## config.mk

```make
export PLATFORM = sky130hd
export DESIGN_NAME = spi_cmd_dispatch
export DESIGN_NICKNAME = d
export VERILOG_FILES = /design/src/rtl/spi_cmd_dispatch.sv
export SDC_FILE = /design/constraint.sdc
export NUM_CORES = 1
export LEC_CHECK = 0
export BUFFER_PORTS_ARGS = -buffer_cell sky130_fd_sc_hd__buf_4
export CORE_AREA = 2 2 73 75
export CTS_CLUSTER_DIAMETER = 40
export DETAILED_ROUTE_END_ITERATION = 8
export DIE_AREA = 0 0 75 77
export PLACE_DENSITY = 0.8
export SLEW_MARGIN = 20
export SYNTH_ARGS = -nofsm -noshare
export SYNTH_HDL_FRONTEND = slang
export SYNTH_SLANG_ARGS = --single-unit
```

## constraint.sdc

```tcl
create_clock -name clk -period 2.2 [get_ports clk]
set_input_delay 0.66 -clock clk [delete_from_list [all_inputs] [get_ports clk]]
set_output_delay 0.66 -clock clk [all_outputs]
set_load 0.03 [all_outputs]
```

## src/rtl/spi_cmd_dispatch.sv

```systemverilog
// spi_cmd_dispatch: frames the decoded SPI write stream into command
// transactions (one command byte plus up to MAX_LEN payload bytes). Each
// complete frame goes to one consumer over a valid/ready handshake.
// Truncated, overrun and colliding frames are dropped and counted.
//
// Ports:
//   clk, rst             clock; asynchronous active-high reset
//   pw_wdata/pw_wcmd     received byte; wcmd marks the command byte
//   pw_wstb              one-cycle byte strobe
//   pw_end               one-cycle end-of-frame pulse (CS deassert)
//   cmd_valid/cmd_ready  transaction handshake
//   cmd_code             command byte
//   cmd_len              payload byte count, 0..MAX_LEN
//   cmd_data             payload, right-aligned, last byte in [7:0]
//   drop_cnt             saturating dropped-frame counter
//   busy                 high whenever the FSM is not idle
module spi_cmd_dispatch #(
  parameter int unsigned MAX_LEN = 4,
  localparam int unsigned LW = $clog2(MAX_LEN + 1)
) (
  input  logic                 clk,
  input  logic                 rst,
  input  logic [7:0]           pw_wdata,
  input  logic                 pw_wcmd,
  input  logic                 pw_wstb,
  input  logic                 pw_end,
  output logic                 cmd_valid,
  input  logic                 cmd_ready,
  output logic [7:0]           cmd_code,
  output logic [LW-1:0]        cmd_len,
  output logic [8*MAX_LEN-1:0] cmd_data,
  output logic [7:0]           drop_cnt,
  output logic                 busy
);

  localparam int unsigned DW = 8 * MAX_LEN;

  localparam logic [1:0] IDLE = 2'd0;
  localparam logic [1:0] RECV = 2'd1;
  localparam logic [1:0] HOLD = 2'd2;

  logic [1:0]    state, state_nxt;
  logic          valid_nxt;
  logic [7:0]    code_nxt;
  logic [LW-1:0] len_nxt;
  logic [DW-1:0] data_nxt;
  logic          trunc, trunc_nxt;
  logic          seen, seen_nxt;
  logic          drop_inc;
  logic          cap;

  // Next-state and next-output decode; a byte is processed before a
  // same-cycle end pulse.
  always_comb begin
    state_nxt = state;
    valid_nxt = cmd_valid;
    code_nxt  = cmd_code;
    len_nxt   = cmd_len;
    data_nxt  = cmd_data;
    trunc_nxt = trunc;
    seen_nxt  = seen;
    drop_inc  = 1'b0;
    cap       = 1'b0;

    case (state)
      IDLE: begin
        if (pw_wstb && pw_wcmd) cap = 1'b1;
      end
      RECV: begin
        if (pw_wstb && pw_wcmd) begin
          // Colliding command: abandon the current frame and restart.
          cap      = 1'b1;
          drop_inc = 1'b1;
        end else begin
          if (pw_wstb) begin
            if (cmd_len < LW'(MAX_LEN)) begin
              data_nxt = DW'({cmd_data, pw_wdata});
              len_nxt  = cmd_len + LW'(1);
            end else begin
              trunc_nxt = 1'b1;
            end
          end
          if (pw_end) begin
            if (trunc_nxt) begin
              drop_inc  = 1'b1;
              state_nxt = IDLE;
            end else begin
              valid_nxt = 1'b1;
              state_nxt = HOLD;
            end
          end
        end
      end
      HOLD: begin
        if (cmd_ready) begin
          valid_nxt = 1'b0;
          state_nxt = IDLE;
        end
        if (cmd_ready && pw_wstb && pw_wcmd) begin
          cap = 1'b1;
        end else begin
          // No room for another frame: remember activity, count it at end.
          seen_nxt = seen | pw_wstb;
          if (pw_end && seen_nxt) begin
            drop_inc = 1'b1;
            seen_nxt = 1'b0;
          end
        end
      end
      default: state_nxt = IDLE;
    endcase

    // Command-byte capture shared by IDLE, RECV restart and zero-bubble HOLD.
    if (cap) begin
      code_nxt  = pw_wdata;
      len_nxt   = '0;
      data_nxt  = '0;
      trunc_nxt = 1'b0;
      seen_nxt  = 1'b0;
      state_nxt = RECV;
      if (pw_end) begin
        valid_nxt = 1'b1;
        state_nxt = HOLD;
      end
    end
  end

  // State and output registers.
  always_ff @(posedge clk or posedge rst) begin
    if (rst) begin
      state     <= IDLE;
      cmd_valid <= 1'b0;
      cmd_code  <= '0;
      cmd_len   <= '0;
      cmd_data  <= '0;
      trunc     <= 1'b0;
      seen      <= 1'b0;
      drop_cnt  <= '0;
      busy      <= 1'b0;
    end else begin
      state     <= state_nxt;
      cmd_valid <= valid_nxt;
      cmd_code  <= code_nxt;
      cmd_len   <= len_nxt;
      cmd_data  <= data_nxt;
      trunc     <= trunc_nxt;
      seen      <= seen_nxt;
      busy      <= (state_nxt != IDLE);
      if (drop_inc && (drop_cnt != 8'hFF)) drop_cnt <= drop_cnt + 8'd1;
    end
  end

endmodule
```

Word level (Yosys, flattened, before mapping)
Cells that the tools add are included.
{"block": "word_totals", "ff_bits": 57, "output_inout_bits": 53, "mem_count": 0, "ram_bits": 0, "latch_bits": 0, "input_bits": 14, "rom_bits": 0, "wordCells": 77}
{"block": "classes", "n_shift": 0, "eq_ne": 5, "div": 0, "n_mux": 44, "n_reduce_logical": 15, "mul": 0, "n_bitwise": 1, "add_sub_neg": 2, "order_cmp": 1}
{"cell": "32-bit 2-to-1 mux", "count": 5}
{"cell": "1-bit 2-to-1 mux", "count": 24}
{"cell": "3-bit 2-to-1 mux", "count": 5}
{"cell": "2-bit 2-to-1 mux", "count": 6}
{"cell": "2-bit nonzero test", "count": 5}
{"cell": "8-bit by 1-bit adder with 8-bit output, second input constant", "count": 1}
{"cell": "8-bit != test, second input constant", "count": 1}
{"cell": "1-bit one-hot mux with 2 select lines", "count": 3}
{"cell": "2-bit one-hot mux with 3 select lines", "count": 1}
{"cell": "1-bit logical AND", "count": 5}
{"cell": "2-bit != test, second input constant", "count": 2}
{"cell": "2-bit AND reduction", "count": 2}
{"cell": "4-bit AND reduction", "count": 1}
{"cell": "3-bit by 1-bit adder with 3-bit output, second input constant", "count": 1}
{"cell": "3-bit < comparator, second input constant", "count": 1}
{"cell": "2-bit by 1-bit equality test with 1-bit output, second input constant", "count": 1}
{"cell": "2-bit equality test, second input constant", "count": 1}
{"cell": "2-bit logical NOT", "count": 1}
{"cell": "2-bit OR reduction", "count": 1}
{"cell": "1-bit OR", "count": 1}

Depth between registers and ports, before layout
{"block": "depth", "word_depth": 11, "depth_mapped": 9, "mapped_depth_nobuf": 7}

Least setup slack after synthesis
Ideal clock, no wire load.
{"block": "synth_path", "path_type": "in2reg", "startpoint": "input pw_end", "endpoint": "register drop_cnt[3]", "setup_slack_ps": 403, "path_stages": 6, "t_arrival_ps": 1661, "cell_sequence": "buf_6 > o2111ai_2 > a31oi_2 > o21ai_2 > or3_1 > xnor2_1"}
{"block": "synth_between", "elab_chain_cells": 5, "elab_cells_between_ends": 7, "cone_classes": "5 x mux; 2 x reduce/logical"}
{"element": "from (decl)", "line_no": "26", "text": "input logic pw_end,"}
{"element": "1-bit logical AND", "line_no": "104", "text": "if (pw_end && seen_nxt) begin"}
{"element": "1-bit 2-to-1 mux", "line_no": "104"}
{"element": "1-bit 2-to-1 mux", "line_no": "99", "text": "if (cmd_ready && pw_wstb && pw_wcmd) begin"}
{"element": "1-bit one-hot mux with 2 select lines (*)", "line_no": "65", "text": "case (state)"}
{"element": "1-bit logical AND (*)", "line_no": "149", "text": "if (drop_inc && (drop_cnt != 8'hFF)) drop_cnt <= drop_cnt + 8'd1;"}
{"element": "to (signal assigned)", "line_no": "149"}
{"element": "to (decl)", "line_no": "32", "text": "output logic [7:0] drop_cnt,"}
Every way passes the cells marked *; elsewhere a longest branch is shown, timed or not.
A chain may end at the register's enable or synchronous reset.

Worst setup path in the final report
{"block": "layout_path", "startpoint": "register state[0]", "endpoint": "register drop_cnt[3]"}
{"block": "layout_between", "elab_chain_cells": 3, "elab_cells_between_ends": 4, "cone_classes": "2 x eq/ne; 1 x mux; 1 x reduce/logical"}
{"element": "from (decl)", "line_no": "42", "text": "logic [1:0] state, state_nxt;"}
{"element": "from (signal assigned)", "line_no": "141", "text": "state <= state_nxt;"}
{"element": "2-bit equality test or 2-bit by 1-bit equality test with 1-bit output (tied branches)", "line_no": "65"}
{"element": "1-bit one-hot mux with 2 select lines (*)", "line_no": "65"}
{"element": "1-bit logical AND (*)", "line_no": "149"}
Marks and branches as above.

==> impl_metrics.json <==
{
  "maxClockFrequency_mhz": 505,
  "die_h_um": 77,
  "post_cts_buffers": 0,
  "hold_viol_final": 0,
  "drt_iter0_markers": 199,
  "wl_per_cell_um": 13.5,
  "grt_pass1_vias": 1919,
  "drc_errors": 0,
  "ios": 67,
  "multi_input_area_sq_um": 1010,
  "rsz0062_at_grt": "false",
  "crit_buf_inv": 1,
  "finalWeightedCongestion": 0.861,
  "synth_area_sq_um": 2540,
  "cts_resized": 0,
  "synth_seq_cells": 57,
  "dr.pass1.iters": 4,
  "max-slew-margin-rel_pct": 78.3,
  "cts_htree_levels": 3,
  "vias": 1994,
  "postCtsHoldBufs": 0,
  "cap_violations": 0,
  "crit_fanout": 6,
  "synth-seq-area-share_pct": 56.1,
  "timing.final.crit_share_pct": 90.0,
  "antenna_found_initial": 0,
  "cp_top_family": "compound AO/OA/AOI/OAI gates",
  "numClockSinks": 57,
  "synth.area.top_cells": "dfrtp_1, nand2_1, a21oi_1",
  "clkTransAtPathRegs_ps": 70,
  "syn_avg_cell_area_sq_um": 10.3,
  "slowest_stage": "dfrtp_1",
  "synthSimpleGateAreaFrac_pct": 15.8,
  "gr-total-overflow": 0,
  "syn2layout_area_growth_pct": 31.3,
  "synth_top_family_by_area": "simple AND/OR/NAND/NOR gates",
  "synth_top_area_share_pct": 56.1,
  "slew_viol_final": 0,
  "setup_viol": 0,
  "coreArea_sq_um": 4980,
  "synth_compound_area_share_pct": 14.5,
  "synth_fa_ha_area_share_pct": 2.95,
  "grt_pass1_wl_um": 8960,
  "die_w_um": 75,
  "yosys_warnings": 0,
  "rows": 26,
  "r2r_cells": 7,
  "status": "complete, no violations",
  "power_w": 0.00399,
  "synth_nets": 266,
  "worst_hold_slack_ps": 362,
  "reg2reg_from": "state[0]",
  "drive_gt1_share_pct": 31.0,
  "cts_root_buffer": "clkbuf_8",
  "fin_cells": 389,
  "crit_arrival_ps": 2190,
  "worst-slew-pin-transition_ps": 326,
  "power.static_leakage_nw": 1.62,
  "muxShareOfSynthArea_pct": 4.43,
  "yosysTopAreaCell": "dfrtp_1",
  "grtUsageTotal_pct": 20.2,
  "mostFrequentLayoutCell": "buf_4",
  "syn_inst": 246,
  "crit_chain": "inv_1 > ha_1 > o2111ai_2 > a31oi_2 > o21ai_2 > or3_1 > xnor2_1",
  "startpoint_type": "flip-flop",
  "n_antenna_cell": 0,
  "postRouteAntennaNets": 0,
  "cellPowerDensity_nw_per_um2": 1190,
  "cts_buffer_depth": 2,
  "dieArea_sq_um": 5780,
  "hp-class": "input port to asynchronous set/reset pin",
  "routed_wl_um": 5270,
  "cts_buffers": 9,
  "synth-xor-area-share_pct": 2.07,
  "r2r_setup_slack_ps": 220,
  "design_area_sq_um": 3340,
  "worst-setup-path-type": "flip-flop to flip-flop",
  "max_stage_delay_ps": 410,
  "final_net_count": 334,
  "placed_area_sq_um": 3120,
  "start_util_pct": 51.1,
  "fin_setup_tns_ps": 0,
  "final-seq-area_sq_um": 1430,
  "cts_tree": "yes",
  "layout_min_cycle_time_ps": 1980,
  "routed_via_density": 5.13,
  "final_cell_mix": "buf_4, nand2_1, dfrtp_1, a21oi_1, clkbuf_8",
  "dp_hpwl_um": 3580,
  "nFillCells": 398,
  "end_kind": "flip-flop",
  "rr_endpoint": "drop_cnt[3]",
  "grt_max_degree": 58,
  "clk_latency_ps": 330,
  "crit_required_ps": 2410,
  "numPlacedInstances": 373,
  "synth_cell_types": 36,
  "ir_worst_vdd_v": 0.00101,
  "io_buffers": 66,
  "skew_ps": 9.00
}
[worst max path at each step]
stage | from | to | slack (ps) | depth (start not counted)
2_1_floorplan | rst | busy | 140 | 1
3_3_place_gp | cmd_ready | cmd_data[26] | 260 | 6
3_5_place_dp | cmd_ready | cmd_data[27] | 230 | 6
4_1_cts | state[0] | drop_cnt[3] | 220 | 7
5_1_grt | state[1] | cmd_data[27] | 6 | 7
6_report | state[0] | drop_cnt[3] | 220 | 7
[worst register-to-register path, stage by stage (launching register included)]
cell and delay (ps):
dfrtp_1 410, inv_1 100, ha_1 370, o2111ai_2 120, a31oi_2 200, o21ai_2 140, or3_1 380, xnor2_1 130
[cell families (layout without fill, tap and decap cells)]
logic type / count (synthesis) / in the layout
DFF: 57 / 57
AOI/OAI and AO/OA: 56 / 56
muxes: 10 / 10
buffers and inverters: 21 / 94
xor gates and xnor gates: 6 / 6
and+or+nand+nor: 90 / 90
adders and majority gates: 6 / 6
[layer usage]
layer | GRT usage (%) | routed length (um) | up-vias
met2 | 28.3 | 2500 | 54
met5 | 0 | 0 | -
met1 | 28.3 | 2380 | 933
met3 | 5.78 | 240 | 13
li1 | - | - | 994
met4 | 10.0 | 150 | 0
[report_power, final]
| part | switching [W] | total (W) | internal [W] |
|---|---|---|---|
| Sequential | 0.000189 | 0.00146 | 0.00127 |
| Combinational | 0.000877 | 0.00144 | 0.000564 |
| Clock | 0.000417 | 0.00108 | 0.000667 |
| Total | 0.00148 | 0.00399 | 0.00250 |
[cell usage after synthesis (all sizes together)]
cell type,instances
or3,1
or2,1
nand2,62
a31oi,5
o31ai,1
mux2,10
a211o,1
nand3,7
nor3b,1
a211oi,2
dfrtp,57
and4,1
o2111ai,1
xnor2,4
inv,7
nand4,1
a22o,9
clkbuf,2
nor3,2
and3,3
a21oi,29
a41o,1
xor2,2
and4b,2
ha,6
buf,12
o21ai,7
nand2b,2
nor2,7
[metrics by stage]
stage                     setup WS [ps]  utilization (%)
after floorplan                     140                -
after global placement              259             62.7
after detailed placement            234             62.7
after CTS                           216             67.1
after global routing               5.78             67.1
final                               221             67.1
[registers in the layout, summed over array words and instances (netlist names)]
name / count
cmd_data: 32
cmd_code: 8
drop_cnt: 8
cmd_len: 3
state: 2
busy: 1
cmd_valid: 1
seen: 1
trunc: 1
[final cells by class]
type | instances | share of cell area (%)
sequential | 57 | 42.7
timing repair buffer | 71 | 17.1
multi-input combinational | 168 | 30.2
clock buffer | 11 | 4.23
inverter | 7 | 0.787
clock inverter | 5 | 2.36
tap | 70 | 2.62
(Power assumes the default switching activity.)
